`src/rtl/sort_pkg.sv`:
```
// Shared definitions for the four-entry bubble-sort sequencer and its compare-swap unit.
package sort_pkg;

    typedef enum logic [1:0] {
        IDLE   = 2'd0,
        SORT   = 2'd1,
        STREAM = 2'd2
    } sortState_e;

    localparam int SORT_N      = 4;
    localparam int SORT_PASSES = 3;
    localparam int SORT_PAIRS  = 3;

endpackage

```
`src/rtl/compare_swap.sv`:
```
// Combinational compare-swap: lo/hi are the values destined for the lower/higher register index.
// Optional macro SORT_DESC_EN flips the swap condition so the sort runs in descending order.
module compare_swap #(
    parameter int DATA_W = 4
) (
    input  logic [DATA_W-1:0] a,
    input  logic [DATA_W-1:0] b,
    output logic [DATA_W-1:0] lo,
    output logic [DATA_W-1:0] hi,
    output logic              swap
);

    // Strict comparison keeps equal values in place.
`ifdef SORT_DESC_EN
    assign swap = (a < b);
`else
    assign swap = (a > b);
`endif

    assign lo = swap ? b : a;
    assign hi = swap ? a : b;

endmodule

```
`src/rtl/sort_sequencer.sv`:
```
// Four-entry register file sequenced through a fixed 3-pass bubble sort, then streamed out in order.
// Optional macro SORT_DESC_EN (in compare_swap) selects descending order; timing is identical.
module sort_sequencer
    import sort_pkg::*;
#(
    parameter int DATA_W = 4
) (
    input  logic              clk,
    input  logic              rst_n,
    input  logic              load_en,
    input  logic [1:0]        load_addr,
    input  logic [DATA_W-1:0] load_data,
    input  logic              start,
    output logic              busy,
    output logic              out_valid,
    output logic [1:0]        out_idx,
    output logic [DATA_W-1:0] out_data,
    output logic              done
);

    sortState_e        state_q;
    logic [1:0]        passCnt_q;
    logic [1:0]        pairCnt_q;
    logic [2:0]        streamCnt_q;
    logic [DATA_W-1:0] regFile_q [SORT_N];

    logic              busy_q;
    logic              outValid_q;
    logic [1:0]        outIdx_q;
    logic [DATA_W-1:0] outData_q;
    logic              done_q;

    logic [1:0]        pairHi;
    logic [DATA_W-1:0] cmpLo_d;
    logic [DATA_W-1:0] cmpHi_d;
    logic              cmpSwap;

    assign pairHi = pairCnt_q + 2'd1;

    compare_swap #(.DATA_W(DATA_W)) u_cmp (
        .a    (regFile_q[pairCnt_q]),
        .b    (regFile_q[pairHi]),
        .lo   (cmpLo_d),
        .hi   (cmpHi_d),
        .swap (cmpSwap)
    );

    // STREAM spends one extra edge at count SORT_N to drop busy/valid, which guarantees
    // an idle cycle before a held start can launch the next job.
    always_ff @(posedge clk or negedge rst_n) begin
        if (!rst_n) begin
            state_q     <= IDLE;
            passCnt_q   <= '0;
            pairCnt_q   <= '0;
            streamCnt_q <= '0;
            busy_q      <= 1'b0;
            outValid_q  <= 1'b0;
            outIdx_q    <= '0;
            outData_q   <= '0;
            done_q      <= 1'b0;
            for (int i = 0; i < SORT_N; i++) begin
                regFile_q[i] <= '0;
            end
        end else begin
            case (state_q)
                IDLE: begin
                    busy_q     <= 1'b0;
                    outValid_q <= 1'b0;
                    done_q     <= 1'b0;
                    if (load_en) begin
                        regFile_q[load_addr] <= load_data;
                    end
                    if (start) begin
                        state_q   <= SORT;
                        busy_q    <= 1'b1;
                        passCnt_q <= '0;
                        pairCnt_q <= '0;
                    end
                end
                SORT: begin
                    regFile_q[pairCnt_q] <= cmpLo_d;
                    regFile_q[pairHi]    <= cmpHi_d;
                    if (pairCnt_q == 2'(SORT_PAIRS - 1)) begin
                        pairCnt_q <= '0;
                        if (passCnt_q == 2'(SORT_PASSES - 1)) begin
                            state_q     <= STREAM;
                            streamCnt_q <= '0;
                        end else begin
                            passCnt_q <= passCnt_q + 2'd1;
                        end
                    end else begin
                        pairCnt_q <= pairCnt_q + 2'd1;
                    end
                end
                STREAM: begin
                    if (streamCnt_q == 3'(SORT_N)) begin
                        state_q    <= IDLE;
                        busy_q     <= 1'b0;
                        outValid_q <= 1'b0;
                        done_q     <= 1'b0;
                    end else begin
                        outValid_q  <= 1'b1;
                        outIdx_q    <= streamCnt_q[1:0];
                        outData_q   <= regFile_q[streamCnt_q[1:0]];
                        done_q      <= (streamCnt_q == 3'(SORT_N - 1));
                        streamCnt_q <= streamCnt_q + 3'd1;
                    end
                end
                default: begin
                    state_q <= IDLE;
                end
            endcase
        end
    end

    assign busy      = busy_q;
    assign out_valid = outValid_q;
    assign out_idx   = outIdx_q;
    assign out_data  = outData_q;
    assign done      = done_q;

endmodule

```
`config.mk`:
```
export PLATFORM = sky130hd
export DESIGN_NAME = sort_sequencer
export DESIGN_NICKNAME = d
export VERILOG_FILES = /design/src/rtl/sort_pkg.sv /design/src/rtl/compare_swap.sv /design/src/rtl/sort_sequencer.sv
export SDC_FILE = /design/constraint.sdc
export NUM_CORES = 1
export LEC_CHECK = 0
export ABC_AREA = 1
export CAP_MARGIN = 10
export CORE_MARGIN = 3
export CORE_UTILIZATION = 46
export CTS_BUF_LIST = sky130_fd_sc_hd__clkbuf_4 sky130_fd_sc_hd__clkbuf_8 sky130_fd_sc_hd__clkbuf_16
export CTS_CLUSTER_DIAMETER = 40
export DETAILED_ROUTE_END_ITERATION = 10
export DONT_BUFFER_PORTS = 1
export SLEW_MARGIN = 30
export SYNTH_ARGS = -nofsm -noshare
export SYNTH_HDL_FRONTEND = slang
export SYNTH_HIERARCHICAL = 1
export SYNTH_SLANG_ARGS = --single-unit
```
`constraint.sdc`:
```
create_clock -name clk -period 3.7 [get_ports clk]
set_clock_uncertainty 0.15 [all_clocks]
set_input_delay 0.37 -clock clk [delete_from_list [all_inputs] [get_ports clk]]
set_output_delay 0.37 -clock clk [all_outputs]
set_load 0.03 [all_outputs]
```
Word-level counts from Yosys, hierarchy flattened
Index checks and enable logic that the tools add are counted.
- output and inout port bits: 9
- memories kept: 0
- logic and storage cells: 100
- bits in latches: 0
- bits in writable memories: 0
- bits of input ports: 10
- register bits after elaboration: 34
- bits in read-only memories: 0
- divide/modulo/power cells: 0
- shift-type cells: 0
- add/sub/neg operators: 3
- equality and inequality tests: 13
- bitwise operators: 5
- $lt $le $gt $ge: 8
- reduce and logical (&&, ||, !) cells: 14
- $mul: 0
- mux-type cells: 44
- operators with widths (kind ; count):
    16-bit bitwise mux ; 3
    4-bit two-way mux ; 11
    16-bit one-hot mux with 2 select lines ; 1
    4-bit binary-select mux with 2-bit select ; 3
    4-bit demux with 2-bit select ; 3
    16-bit two-way mux ; 1
    2-bit two-way mux ; 8
    2-bit != test, second input constant ; 7
    3-bit greater-or-equal comparator, second input constant ; 4
    2-bit inverter with 3-bit output ; 4
    4-bit AND reduction ; 3
    3-bit by 1-bit less-than comparator with 1-bit output, second input constant ; 3
    3-bit two-way mux ; 3
    2-bit one-hot mux with 2 select lines ; 2
    2-bit AND reduction ; 4
    2-bit equality test, second input constant ; 3
    1-bit one-hot mux with 2 select lines ; 3
    2-bit one-hot mux with 3 select lines ; 1
    3-bit one-hot mux with 2 select lines ; 1
    2-bit nonzero test ; 3
    2-bit by 1-bit adder with 2-bit output, second input constant ; 2
    4-bit greater-than comparator ; 1
    1-bit two-way mux ; 4
    3-bit by 1-bit adder with 3-bit output, second input constant ; 1
    other kinds (6) ; 8

Logic depth before layout (Yosys ltp)
Gate-level depths: netlist (run 1).
- depth in word-level cells: 10
- mapped depth: 22
- depth with buffers taken out: 21

Hierarchy
The synthesis (run 1) kept the hierarchy.
- modules (own cells, without submodules) (module ; sequential area each (sq um) ; cells an instance ; area each (sq um) ; instances):
    sort_sequencer ; 850.8 ; 385 ; 2488.6 ; 1
    compare_swap ; 0.0 ; 44 ; 227.7 ; 1

Worst setup path before layout (run 1)
Ideal clock, no wire load.
- path type: flip-flop to flip-flop
- start: register pairCnt_q[0]
- end: register regFile_q[11] (netlist bit)
- path buffers: 1
- data required time: 3.433 ns
- stages on the path, launching flop included: 22
- data arrival time: 2.780 ns
- library setup time: 0.117 ns
- slack: 0.653 ns
- period minus slack after synthesis: 3.047 ns
- cells stage by stage: dfrtp_1 inv_1 clkbuf_1 ha_1 inv_1 o21ai_0 o21ai_0 inv_1 ha_1 nand2_1 inv_2 nand2_1 nand2_2 nand2_4 nand2_1 nand2_1 inv_1 nand2_1 nand3_1 nand2_1 nand2_1 nand2_1
- elaborated cells between the ends (all ways): 25
- classes of those cells: add/sub (1); order compare (5); mux (15); bitwise (2); reduce/logical (2)
- RTL lines (what ; line ; RTL):
    from (decl) ; sort_sequencer.sv:23 ; logic [1:0] pairCnt_q;
    from (signal assigned) ; sort_sequencer.sv:92 ; pairCnt_q <= pairCnt_q + 2'd1;
    2-bit by 1-bit adder with 2-bit output ; sort_sequencer.sv:38 ; assign pairHi = pairCnt_q + 2'd1;
    2-bit inverter with 3-bit output (implied by the code) ; sort_sequencer.sv:42 ; .b (regFile_q[pairHi]),
    4-bit binary-select mux with 2-bit select ; sort_sequencer.sv:42 ;
    4-bit two-way mux (implied by the code) (2 in series) ; sort_sequencer.sv:42 ;
    4-bit greater-than comparator ; compare_swap.sv:17 ; assign swap = (a > b);
    4-bit two-way mux (*) ; compare_swap.sv:21 ; assign hi = swap ? a : b;
    via cmpHi_d[3] ; sort_sequencer.sv:35 ; logic [DATA_W-1:0] cmpHi_d;
    16-bit bitwise mux (*) ; sort_sequencer.sv:82 ; regFile_q[pairHi] <= cmpHi_d;
    16-bit one-hot mux with 2 select lines (*) ; sort_sequencer.sv:65 ; case (state_q)
    to (signal, indexed assignment) ; sort_sequencer.sv:71 ; regFile_q[load_addr] <= load_data;
    to (signal, indexed assignment) ; sort_sequencer.sv:81 ; regFile_q[pairCnt_q] <= cmpLo_d;
    to (signal, indexed assignment) ; sort_sequencer.sv:82 ;
    to (decl) ; sort_sequencer.sv:25 ; logic [DATA_W-1:0] regFile_q [SORT_N];
The timed path passes the listed nets; every way through them passes the cells marked *. The select of a mux whose other input is x is not followed.
A chain may end at the register's enable or synchronous reset.

Worst setup path after layout (run 1)
- start: register pairCnt_q[1]
- end: register regFile_q[14] (netlist bit)
- word-level cells in the longest chain between the ends: 10
- elaborated cells between the ends (all ways): 25
- classes of those cells: add/sub (1); order compare (5); mux (15); bitwise (2); reduce/logical (2)
- RTL lines (what ; line ; RTL):
    2-bit by 1-bit adder with 2-bit output ; sort_sequencer.sv:38 ;
    2-bit inverter with 3-bit output (implied by the code) ; sort_sequencer.sv:42 ;
    4-bit binary-select mux with 2-bit select ; sort_sequencer.sv:42 ;
    4-bit two-way mux (implied by the code) (2 in series) ; sort_sequencer.sv:42 ;
    4-bit greater-than comparator ; compare_swap.sv:17 ;
    4-bit two-way mux (*) ; compare_swap.sv:20 ; assign lo = swap ? b : a;
    via cmpLo_d[2] ; sort_sequencer.sv:34 ; logic [DATA_W-1:0] cmpLo_d;
    16-bit bitwise mux (*) ; sort_sequencer.sv:81 ;
    16-bit bitwise mux (*) ; sort_sequencer.sv:82 ;
    16-bit one-hot mux with 2 select lines (*) ; sort_sequencer.sv:65 ;
Marked as above.

==> summary.md, run 1 <==
| Metric | Value |
|---|---|
| Detail Route Antenna Nets | 0 |
| Syn Area/Cell | 6.34 µm² |
| DIE HEIGHT | 82.8 µm |
| Period utilization | 0.882 |
| Worst skew pair latency | 0.28 ns |
| H-tree level count | 2 |
| Number of global-route vias before repair | 2407 |
| Ports | 19 |
| Crit path time final | 3.27 ns |
| Largest net degree at the start of global routing | 35 |
| Vias/cell | 5.41 |
| Port Buffers | 0 |
| Max Fclk | 0.306 GHz |
| Mapped cell area | 2710 µm² |
| Clk pin slew, worst setup/hold paths | 0.07 ns |
| Worst Max-Slew Pin Slew | 0.906 ns |
| Warning count from the yosys run | 6 |
| First-pass GRT wire length | 12300 µm |
| Core area | 5610 µm² |
| Mapped Nets | 454 |
| Die X | 82.8 µm |
| Die Area | 6850 µm² |
| Gp weighted congestion | 0.923 |
| CTS root buf | clkbuf_8 |
| Commonest non-fill, non-tap cell in the layout | nand2_1 |
| Drt pass-1 iters | 5 |
| Routed via count | 2720 |
| Syn Inst Count | 428 |
| Hold Path Class | input port to register |
| CTS buffer count | 5 |
| Layout cells sized above 1 | 0.0742 |
| Max_slew headroom | 0.395 |
| Routed WL | 7610 µm |
| Drt first-iter violations | 248 |
| Area Growth Syn to Fin | 6.32% |
| Starting density of the core | 0.484 |
| Post-route DRC | 0 |
| Dpl hpwl | 5730 µm |
| Crit-path max FO | 9 |
| Post-layout net count | 456 |
| Worst setup EP type | register |
| Final Hold Viols | 0 |
| RSZ-0062 raised after global routing | false |
| WP data arrival | 3.34 ns |
| # setup viols final | 0 |
| Startpoint types | register |
| Most frequent cells in the layout | 189 x nand2_1, 49 x nand3_1, 37 x inv_1 |
| GRT Util Overall | 0.240 |
| Kind of critical path | register to register |
| WL per Instance | 15.1 µm |
| Pins Over Slew Limit | 0 |
| CTS Buffer Depth | 2 |
| Critical Path RT | 3.77 ns |
| Setup_tns | 0 ns |
| Clk sinks | 34 |
| GRT Residual Overflow | 0 |
| CTS tree | yes |
| PostCTS Resize Cnt | 0 |
| Status | completed |
| Initial antenna violation count | 0 |
| Max-Cap Viols | 0 |
| # diodes | 0 |
| # rows | 27 |
-- sequential cells by signal, summed over array words and instances, names as in the netlist --
name and cells:
regFile_q 16, done 1, out_idx 2, pairCnt_q 2
state_q 2, busy 1, streamCnt_q 3, out_data 4
out_valid 1, passCnt_q 2
-- critical path, stage by stage, from the launching register on --
cell	delay, ns
dfrtp_1	0.49
inv_1	0.10
ha_1	0.30
inv_1	0.14
o21ai_0	0.10
o21ai_0	0.33
inv_1	0.08
ha_1	0.30
a21oi_1	0.19
nand2_2	0.16
nand2_4	0.13
nand2_1	0.06
nand2_1	0.15
nand2_1	0.07
nand2_1	0.06
nand3_1	0.10
nand2_1	0.14
nand2_1	0.08
nand2_1	0.07
-- routing by layer --
metal,up-vias,track usage,share of wire
met3,8,0.0421,0.065
met1,1252,0.350,0.47
met2,99,0.365,0.45
li1,1361,-,-
met5,-,0,0
met4,0,0.0654,0.014
-- area by class of cell --
type | count | area [µm²]
Tap cell | 72 | 90.1
Fill cell | 617 | 2720
Clock buffer | 7 | 90.1
Sequential cell | 34 | 851
Timing Repair Buffer | 5 | 52.6
Multi-Input combinational cell | 344 | 1650
Inverter | 40 | 150
Clock inverter | 1 | 5.00
-- stage by stage --
| stage | hold slack [ns] | instances | util | worst slack, ns | cell area, µm² |
|---|---|---|---|---|---|
| floorplan | -0.0756 | 428 | - | 0.659 | 2710 |
| global placement | -0.0748 | 493 | 0.492 | 0.483 | 2760 |
| detailed placement | -0.0745 | 493 | 0.492 | 0.466 | 2760 |
| CTS | 0.138 | 503 | 0.514 | 0.433 | 2880 |
| global route | 0.135 | 503 | 0.514 | 0.128 | 2880 |
| finish | 0.141 | 503 | 0.514 | 0.435 | 2880 |
-- worst paths after layout --
kind,depth (start not counted),from,to,slack [ns]
min,2,start,state_q[0],0.14
min reg2reg,2,passCnt_q[0],passCnt_q[0],0.33
max reg2reg,18,pairCnt_q[1],regFile_q[14],0.43
max in group asynchronous,2,rst_n,regFile_q[7],2.80
max,18,pairCnt_q[1],regFile_q[14],0.43
min in group asynchronous,2,rst_n,regFile_q[0],0.43
-- repair_timing --
| action | 4_1_cts | 5_1_grt |
|---|---|---|
| setup buffers | 0 | 0 |
| hold buffers | 2 | 0 |
| endpoints found under the hold margin | 34 | 0 |
| setup endpoints to repair | 0 | 0 |
Power of run 1 is not shown: default switching activity piles up to over one toggle a cycle in this logic, so the estimate is an artifact.
==> inputs of run 2 (changes only) <==
--- a/config.mk
+++ b/config.mk
@@ -6,13 +6,14 @@
 export NUM_CORES = 1
 export LEC_CHECK = 0
 export ABC_AREA = 1
-export CAP_MARGIN = 10
+export CAP_MARGIN = 30
 export CORE_MARGIN = 3
 export CORE_UTILIZATION = 46
 export CTS_BUF_LIST = sky130_fd_sc_hd__clkbuf_4 sky130_fd_sc_hd__clkbuf_8 sky130_fd_sc_hd__clkbuf_16
 export CTS_CLUSTER_DIAMETER = 40
 export DETAILED_ROUTE_END_ITERATION = 10
 export DONT_BUFFER_PORTS = 1
+export PLACE_DENSITY = 0.7
 export SLEW_MARGIN = 30
 export SYNTH_ARGS = -nofsm -noshare
 export SYNTH_HDL_FRONTEND = slang
==> run 2 against run 1 <==
Routed wire length is 3.3% lower. Die area unchanged. Global-route usage is 1.5 points lower. Setup slack worse by 0.14 ns. Register-to-register slack got worse by 0.14 ns. Sequential cell count unchanged. Sequential share of layout area decreased by 0.35 points. Core utilization increased by 0.62 points. Cell count decreased by 0.20%. Critical path type unchanged. Critical endpoint is now regFile_q[11]. Largest cell class unchanged. Highest routed layer unchanged.
==> summary.md, run 2 (synthesized netlist as in run 1, its figures left out) <==
| Metric | Value |
|---|---|
| Drt first-iter violations | 257 (+3.6%) |
| Detail Route Antenna Nets | 0 (unchanged) |
| Worst setup EP type | register |
| Final Hold Viols | 0 (unchanged) |
| Worst skew pair latency | 0.29 ns (about the same) |
| CTS root buf | clkbuf_8 |
| Initial antenna violation count | 0 (unchanged) |
| Period utilization | 0.921 (+0.0383) |
| Layout cells sized above 1 | 0.0721 (-0.00215) |
| Gp weighted congestion | 0.964 (+4.4%) |
| Core area | 5610 µm² (unchanged) |
| WP data arrival | 3.49 ns (+0.15 ns) |
| Clk sinks | 34 (unchanged) |
| Starting density of the core | 0.484 (unchanged) |
| Dpl hpwl | 5560 µm (-3.1%) |
| Routed via count | 2689 (-1.1%) |
| Status | completed |
| Register area | 851 µm² (unchanged) |
| Clk pin slew, worst setup/hold paths | 0.08 ns (about the same) |
| Crit path time final | 3.41 ns (+0.142 ns) |
| Filler instances | 574 (-7.0%) |
| Ports | 19 (unchanged) |
| Postcts setup bufs | 0 (unchanged) |
| Commonest non-fill, non-tap cell in the layout | nand2_1 |
| Max-Cap Viols | 0 (unchanged) |
| Critical Path RT | 3.78 ns (about the same) |
| First-pass GRT wire length | 11600 µm (-5.9%) |
| Drt pass-1 iters | 5 (unchanged) |
| Routed WL | 7360 µm (-3.3%) |
| WL per Instance | 14.7 µm (-3.1%) |
| CTS buffer count | 5 (unchanged) |
| Footprint of the multi-input gates | 1650 µm² (unchanged) |
| Max_slew headroom | 0.434 (+0.0389) |
| Largest net degree at the start of global routing | 35 (unchanged) |
| Number of global-route vias before repair | 2271 (-5.7%) |
| Post-route DRC | 0 (unchanged) |
| CP startpoint | pairCnt_q[1] |
| Hold Path Class | input port to register |
| Port Buffers | 0 (unchanged) |
| GRT Residual Overflow | 0 (unchanged) |
| RSZ-0062 raised after global routing | false |
| Crit-path max FO | 9 (unchanged) |
| # diodes | 0 (unchanged) |
| Max Fclk | 0.294 GHz (-4.2%) |
| Die X | 82.8 µm (unchanged) |
| DIE HEIGHT | 82.8 µm (unchanged) |
| Most frequent cells in the layout | 189 x nand2_1, 49 x nand3_1, 37 x inv_1 |
| # setup viols final | 0 (unchanged) |
| Setup_tns | 0 ns (unchanged) |
| CTS tree | yes |
| Startpoint types | register |
| CTS Buffer Depth | 2 (unchanged) |
| # rows | 27 (unchanged) |
| Pins Over Slew Limit | 0 (unchanged) |
| Area Growth Syn to Fin | 7.61% |
| Kind of critical path | register to register |
| Vias/cell | 5.36 (-0.94%) |
| Hold wc startpoint | start |
| Largest Register | regFile_q |
| Max FFs per register | 16 (unchanged) |
| Post-layout net count | 455 (-0.22%) |
| H-tree level count | 2 (unchanged) |
| Worst Max-Slew Pin Slew | 0.848 ns (-0.0582 ns) |
| FF-to-FF Start | pairCnt_q[1] |
| GRT Util Overall | 0.225 (-0.0148) |
| Die Area | 6850 µm² (unchanged) |
-- run 2: per-layer routing --
metal  vias to the layer above  share of wire  global-route usage
met2                       110           0.43               0.321
met5                         -              0                   0
li1                       1367              -                   -
met1                      1198           0.48               0.345
met3                        14          0.072              0.0356
met4                         0          0.020              0.0686
-- run 2: critical path: stages, from the launching register on --
cell and delay [ns]:
dfrtp_1 0.51, inv_1 0.22, ha_1 0.34, inv_1 0.13, o21ai_0 0.10, o22ai_1 0.35, inv_1 0.09, ha_1 0.28
nand2_1 0.05, inv_2 0.06, nand3_2 0.17, nand2_4 0.17, nand2_1 0.06, nand2_1 0.17, nand2_1 0.08, nand2_1 0.06
nand3_1 0.06, nand2_1 0.11, nand2_1 0.09, nand2_1 0.09
-- run 2: final cells by class --
class / instances / area share
sequential: 34 / 0.291
clock inverter: 3 / 0.0236
multi-input combinational: 344 / 0.564
clock buffer: 5 / 0.0236
tap: 72 / 0.0309
inverter: 40 / 0.0514
timing repair buffer: 4 / 0.0154
-- run 2: metrics by stage --
step / std cells / util / worst slack (ns) / hold WS (ns) / instance area (µm²)
2_1_floorplan: 428 / - / 0.659 / -0.0756 / 2710
3_3_place_gp: 492 / 0.491 / 0.365 / -0.0747 / 2750
3_5_place_dp: 492 / 0.491 / 0.305 / -0.0747 / 2750
4_1_cts: 502 / 0.521 / 0.287 / 0.129 / 2920
5_1_grt: 502 / 0.521 / 0.0514 / 0.150 / 2920
6_report: 502 / 0.521 / 0.293 / 0.143 / 2920
-- run 2: timing repair --
item,4_1_cts,5_1_grt
hold endpoints to repair,34,0
hold buffers,2,0
gates resized for setup,0,2
endpoints found under the setup margin,0,7
-- run 2: final timing paths --
check / depth (start not counted) / to / slack, ns
worst max-delay path: 19 / regFile_q[11] / 0.29
worst min-delay path: 2 / busy / 0.14
worst max register to register: 19 / regFile_q[11] / 0.29
worst min register to register: 2 / passCnt_q[0] / 0.33
max in group asynchronous: 2 / passCnt_q[1] / 2.85
min in group asynchronous: 2 / streamCnt_q[1] / 0.37
Power of run 2 is left out for the same reason.
